==> src/rtl/pipelined_barrel_shifter.sv <==
// Pipelined barrel shifter: SLL/SRL/SRA/ROL/ROR plus pass-through.
// One registered stage per shift-amount bit, valid/ready at both ends.
//
// Parameters:
//   WIDTH    data width, power of two, >= 4
//   SHAMT_W  derived shift-amount width and pipeline depth
// Ports:
//   clk, rst            rising-edge clock, synchronous active-high reset
//   in_valid/in_ready   input handshake (in_ready = pipeline may advance)
//   in_data/in_shamt    operand and shift amount
//   in_op               000 SLL, 001 SRL, 010 SRA, 011 ROL, 100 ROR,
//                       others pass-through
//   out_valid/out_ready output handshake
//   out_data/out_zero   result and registered all-zero flag
module pipelined_barrel_shifter #(
    parameter  int WIDTH   = 8,
    localparam int SHAMT_W = $clog2(WIDTH)
) (
    input  logic               clk,
    input  logic               rst,
    input  logic               in_valid,
    output logic               in_ready,
    input  logic [WIDTH-1:0]   in_data,
    input  logic [SHAMT_W-1:0] in_shamt,
    input  logic [2:0]         in_op,
    output logic               out_valid,
    input  logic               out_ready,
    output logic [WIDTH-1:0]   out_data,
    output logic               out_zero
);

    localparam logic [2:0] OP_SLL = 3'b000;
    localparam logic [2:0] OP_SRL = 3'b001;
    localparam logic [2:0] OP_SRA = 3'b010;
    localparam logic [2:0] OP_ROL = 3'b011;
    localparam logic [2:0] OP_ROR = 3'b100;

    typedef struct packed {
        logic               valid;
        logic [WIDTH-1:0]   data;
        logic [SHAMT_W-1:0] shamt;
        logic [2:0]         op;
        logic               msb;
    } stage_t;

    // Shift by the constant s when en is set. The SRA fill uses the
    // operand's original MSB carried down the pipe.
    function automatic logic [WIDTH-1:0] shift_stage(
        input logic [WIDTH-1:0] d,
        input logic [2:0]       op,
        input logic             msb,
        input logic             en,
        input int               s
    );
        logic [WIDTH-1:0] fill;
        logic [WIDTH-1:0] r;
        fill = msb ? ~({WIDTH{1'b1}} >> s) : '0;
        r    = d;
        if (en) begin
            unique case (op)
                OP_SLL:  r = d << s;
                OP_SRL:  r = d >> s;
                OP_SRA:  r = (d >> s) | fill;
                OP_ROL:  r = (d << s) | (d >> (WIDTH - s));
                OP_ROR:  r = (d >> s) | (d << (WIDTH - s));
                default: r = d;
            endcase
        end
        return r;
    endfunction

    logic   adv;
    stage_t in_stage;

    // Whole-pipe stall: nothing moves while the output is blocked.
    assign adv      = !out_valid || out_ready;
    assign in_ready = adv;

    always_comb begin
        in_stage       = '0;
        in_stage.valid = in_valid;
        in_stage.data  = in_data;
        in_stage.shamt = in_shamt;
        in_stage.op    = in_op;
        in_stage.msb   = in_data[WIDTH-1];
    end

    for (genvar k = 0; k < SHAMT_W; k++) begin : g_stage
        stage_t src;
        stage_t stage_d;
        stage_t stage_q;

        if (k == 0) begin : g_first
            assign src = in_stage;
        end else begin : g_next
            assign src = g_stage[k-1].stage_q;
        end

        // Bubbles flow like real beats; only the valid bit marks them.
        always_comb begin
            stage_d      = src;
            stage_d.data = shift_stage(src.data, src.op, src.msb,
                                       src.shamt[k], 1 << k);
        end

        always_ff @(posedge clk) begin
            if (rst) begin
                stage_q <= '0;
            end else if (adv) begin
                stage_q <= stage_d;
            end
        end
    end

    logic zero_d;
    logic zero_q;

    // Zero flag computed from the last stage's next data so it lands
    // in a register together with out_data.
    assign zero_d = ~|g_stage[SHAMT_W-1].stage_d.data;

    always_ff @(posedge clk) begin
        if (rst) begin
            zero_q <= 1'b0;
        end else if (adv) begin
            zero_q <= zero_d;
        end
    end

    assign out_valid = g_stage[SHAMT_W-1].stage_q.valid;
    assign out_data  = g_stage[SHAMT_W-1].stage_q.data;
    assign out_zero  = zero_q;

    logic unused_tail;
    assign unused_tail = ^{g_stage[SHAMT_W-1].stage_q.shamt,
                           g_stage[SHAMT_W-1].stage_q.op,
                           g_stage[SHAMT_W-1].stage_q.msb};

endmodule

==> config.mk <==
export PLATFORM = sky130hd
export DESIGN_NAME = pipelined_barrel_shifter
export DESIGN_NICKNAME = d
export VERILOG_FILES = /design/src/rtl/pipelined_barrel_shifter.sv
export SDC_FILE = /design/constraint.sdc
export NUM_CORES = 1
export LEC_CHECK = 0
export BUFFER_PORTS_ARGS = -buffer_cell sky130_fd_sc_hd__buf_2
export CAP_MARGIN = 20
export CORE_ASPECT_RATIO = 1.5
export CORE_MARGIN = 8
export CORE_UTILIZATION = 45
export CTS_CLUSTER_SIZE = 16
export DETAILED_ROUTE_END_ITERATION = 12
export PLACE_DENSITY = 0.75
export SYNTH_ARGS = -nofsm -noshare
export SYNTH_HDL_FRONTEND = slang
export SYNTH_SLANG_ARGS = --single-unit
==> constraint.sdc <==
create_clock -name clk -period 2 [get_ports clk]
set_clock_uncertainty 0.2 [all_clocks]
set_input_delay 0.4 -clock clk [delete_from_list [all_inputs] [get_ports clk]]
set_output_delay 0.4 -clock clk [all_outputs]
set_load 0.01 [all_outputs]
### Word level (Yosys, flattened, before mapping)

Cells that the tools add are included.

* register bits: 42
* logic and storage cells: 50
* output and inout bits: 11
* input port bits: 18

* equal/unequal tests: 12
* multiplexer cells: 9
* reductions and logical operators: 8
* bitwise operators: 8

Operators with widths (number)
* 8-bit case mux with 5 select lines: 2
* 8-bit 2-to-1 mux: 6
* 8-bit case mux with 4 select lines: 1
* 3-bit by 2-bit equality test with 1-bit output, second input constant: 6
* 4-bit by 8-bit bitwise OR with 8-bit output: 2
* 6-bit by 8-bit bitwise OR with 8-bit output: 2
* 7-bit by 8-bit bitwise OR with 8-bit output: 2
* 3-bit by 1-bit equality test with 1-bit output, second input constant: 3
* 3-bit equality test, second input constant: 3
* 3-bit logical NOT: 3
* 8-bit by 1-bit bitwise OR with 8-bit output: 1
* 8-bit by 2-bit bitwise OR with 8-bit output: 1
* 8-bit OR reduction: 1
* 1-bit logical NOT: 2
* 2-bit OR reduction: 1
* 1-bit logical OR: 1

### Depth between registers and ports, before layout

* depth after elaboration: 6
* gate-level depth with buffers: 7
* depth with buffers taken out: 5

### Worst setup path after synthesis

OpenSTA, ideal clock, no wires.

* kind: input to register
* start point: input port in_op[0]
* end point: register g_stage[0].stage_q[10] (netlist name)
* data arrival time: 1.481 ns
* setup slack: 0.187 ns
* path buffers: 1
* data required time: 1.668 ns
* cell stages on the path: 6
* cell sequence: buf_2 -> xnor2_4 -> mux2_2 -> o32ai_1 -> a211o_1 -> a21oi_1

* word-level cells in the longest chain between the ends: 3
* elaborated cells between the ends (all ways): 7
* those cells by class: eq/ne: 4; mux: 2; reduce/logical: 1

RTL lines
* start, declared: RTL line 25 `input logic [2:0] in_op,`
* 3-bit equality test (tied with other cells): RTL line 60 `unique case (op)`
* 8-bit case mux with 5 select lines *: RTL line 60
* 8-bit 2-to-1 mux *: RTL line 59 `if (en) begin`
* end signal, assigned: RTL line 110 `stage_q <= stage_d;`
* end, declared: RTL line 91 `stage_t stage_q;`

Every way passes the cells marked *; elsewhere a longest branch is shown, timed or not.
A chain may end at the register's enable or synchronous reset.

### Final worst setup path

* start point: register g_stage[1].stage_q[2] (netlist name)
* end point: register zero_q (netlist: out_zero)

* word-level cells in the longest chain between the ends: 6
* elaborated cells between the ends (all ways): 10
* those cells by class: eq/ne: 4; mux: 2; reduce/logical: 4

RTL lines
* start, declared: RTL line 91
* start signal, assigned: RTL line 110
* 3-bit equality test or 3-bit by 2-bit equality test with 1-bit output (tied branches): RTL line 60
* 2-bit OR reduction (no source line)
* 8-bit case mux with 4 select lines *: RTL line 60
* 8-bit 2-to-1 mux *: RTL line 59
* 8-bit OR reduction *: RTL line 120 `assign zero_d = ~|g_stage[SHAMT_W-1].stage_d.data;`
* 1-bit logical NOT *: RTL line 120
* end signal, assigned: RTL line 126 `zero_q <= zero_d;`
* end, declared: RTL line 116 `logic zero_q;`

Marked as above.

==> results.json <==
{
  "power_density_nw_per_um2": 755.3,
  "setup-violations-final": 0,
  "grt_pass1_wl_um": 10520,
  "drtAntennaViolNets": 0,
  "pwr-share-comb_pct": 18.9,
  "syn_inst": 305,
  "area_growth_pct": 18.15,
  "preCtsSetupSlack_ns": 0.07034,
  "drc": 0,
  "ir_worst_vdd_uv": 378.0,
  "die_h_um": 104.1,
  "crit_type": "flop to flop",
  "p_switching_uw": 555.7,
  "grt_overflow_total": 0,
  "required_ns": 2.01,
  "post_drt_wl_per_cell_um": 15.60,
  "syn_area_per_cell_um2": 7.638,
  "intPower_mw": 1.523,
  "cts_buffers": 5,
  "worst-path-max-fanout": 9,
  "r2r.worst_path.cells": 5,
  "portBuffers": 28,
  "firstDrtPassIters": 5,
  "die_area_um2": 7783,
  "nets": 351,
  "multi_input_area_um2": 1438,
  "ys_seq_area_share_pct": 33.51,
  "synth_edf_count": 0,
  "cts_max_path_buffers": 2,
  "hold_viol": 0,
  "rsz0062_at_grt": "no",
  "clock_sink_count": 39,
  "path_clk_slew_ns": 0.08,
  "netlist_area_um2": 2330,
  "final_area_um2": 2753,
  "cts_tree": "yes",
  "num_vias": 2347,
  "crit_start": "g_stage[1].stage_q[2]",
  "clk_latency_ns": 0.30,
  "hold_class": "primary input to flop",
  "synth_top_cell_by_area": "dfxtp_1",
  "arrival_ns": 1.90,
  "fmax_ghz": 0.5280,
  "crit_path_end": "out_zero",
  "critPathCaptureType": "flop",
  "worst_slack_ns": 0.1062,
  "yosysMostFrequentCell": "a21oi_1",
  "grt_max_degree": 40,
  "setup-tns-final_ns": 0,
  "synthArstFlopShare_pct": 0,
  "r2r-end": "out_zero",
  "finalCritPeriodShare_pct": 94.69,
  "finalCriticalPeriod_ns": 1.894,
  "switching_share_pct": 26.73,
  "coreArea_um2": 5085,
  "holdWs_ns": 0.1374,
  "synth_common_cells": "a21oi_1 (59), nand2_1 (55), dfxtp_1 (39)",
  "gp_congestion": 0.9255,
  "synthDistinctLibCells": 46,
  "drt-total-wl_um": 6271,
  "r2r_start": "g_stage[1].stage_q[2]",
  "htreeDepth": 2,
  "p_seq_share_pct": 43.4,
  "dpl.hpwl_um": 4430,
  "drive_above_1_share_pct": 21.26,
  "ys_ff_latch": 39,
  "status": "complete, no violations",
  "r2r_slack_ns": 0.11,
  "synth_area_leaders": "dfxtp_1 (34%), a21oi_1 (13%), nand2_1 (8.9%)",
  "rows": 32,
  "cts-root-buf": "clkbuf_8",
  "drv_cap": 0,
  "final-seq-area_um2": 780.7,
  "first_global_vias": 2256,
  "ys_warn_count": 0,
  "drt_iter0_drc": 103,
  "routed_via_density": 5.838,
  "nFillCells": 493,
  "tightest_slew_ns": 0.4585,
  "synth_top_area_share_pct": 33.51,
  "synth_nets": 323,
  "ys.flop_type": "dfxtp_1",
  "antenna_found_initial": 0,
  "die_w_um": 74.75,
  "leakagePower_nw": 1.097,
  "track_usage_pct": 16.59,
  "start_util_pct": 45.82,
  "holdBufCountCts": 0,
  "n_antenna_cell": 0,
  "top_level_ports": 29,
  "critPathLaunchType": "flop",
  "pwr-share-clk_pct": 37.6,
  "max_slew_margin_pct": 69.39,
  "place_area_um2": 2590,
  "slew_viol_final": 0
}
## power by group through the flow
stage	clock network (mW)	registers, mW	logic [mW]
floorplan	0	0.897	0.275
detailed placement	0	0.915	0.385
finish	0.783	0.903	0.393
global placement	0	0.915	0.376
global route	0.829	0.912	0.434
CTS	0.796	0.899	0.388
## sequential cells by signal (all words and copies together) (netlist names)
name	flops
g_stage.stage_q	29
out_zero	1
out_valid	1
out_data	8
## worst min-delay path by stage
stage                                start                endpoint  slack, ns  cells past startpoint
floorplan           g_stage[0].stage_q[15]  g_stage[0].stage_q[15]       0.23                      2
global placement    g_stage[0].stage_q[15]  g_stage[0].stage_q[15]       0.24                      2
detailed placement             out_data[4]             out_data[4]       0.25                      2
CTS                            in_shamt[1]   g_stage[0].stage_q[5]       0.13                      3
global route                      in_valid  g_stage[0].stage_q[15]       0.15                      3
finish                         in_shamt[1]   g_stage[0].stage_q[5]       0.14                      3
## cell families (layout without fill, tap and decap cells)
group	count (synthesis)	after routing	synth area share, %
AND/OR/NAND/NOR	93	93	17.78
XOR/XNOR	3	3	2.256
flip-flops	39	39	33.51
adder cells (fa/ha/maj)	1	1	0.4297
multiplexers	13	13	6.122
AO/OA/AOI/OAI	122	122	33.51
buffers and inverters	34	63	6.390
## timing repair
item,in CTS,in global routing
setup endpoints to repair,0,2
buffers inserted,0,0
gates resized for setup,0,5
## metrics by stage
stage                     cells  utilization [%]  power [mW]
after floorplan             305                -       1.172
after global placement      394            50.93       1.291
after detailed placement    394            50.93       1.299
after CTS                   402            53.54       2.082
after global routing        402            54.13       2.175
final                       402            54.13       2.079
## placed cells by master (no fill, tap or decap), types with 4 or more instances in the layout
cell type  instances
o32ai_1            6
nand2_1           55
clkbuf_8           5
nand3b_1           6
buf_2             28
inv_1              6
mux2_1             6
a211oi_1           5
a211o_1           13
o21ai_0            5
buf_4             20
dfxtp_1           39
o221ai_1           4
a21oi_1           59
mux2_2             4
nor2_1            17
o22ai_1            9
## cell type report
type | instances | area share [%]
Sequential cell | 39 | 28.36
Clock buffer | 6 | 2.636
Tap cell | 68 | 3.091
Multi-Input combinational cell | 232 | 52.23
Timing Repair Buffer | 48 | 10.55
Inverter | 7 | 0.9545
Clock inverter | 2 | 2.182
## routing by layer
layer  track usage [%]  wire length, µm
met4             6.761              119
met1             17.74             2442
met5                 0                0
met2             30.16             3385
met3             2.606              323
## critical path: stages (launching register included)
cell and delay, ns:
dfxtp_1 0.49, or2_2 0.22, nor3_2 0.08, a221oi_2 0.34, nand4_1 0.20, o31ai_1 0.27
Note: power is estimated with default switching activity, not from simulation.
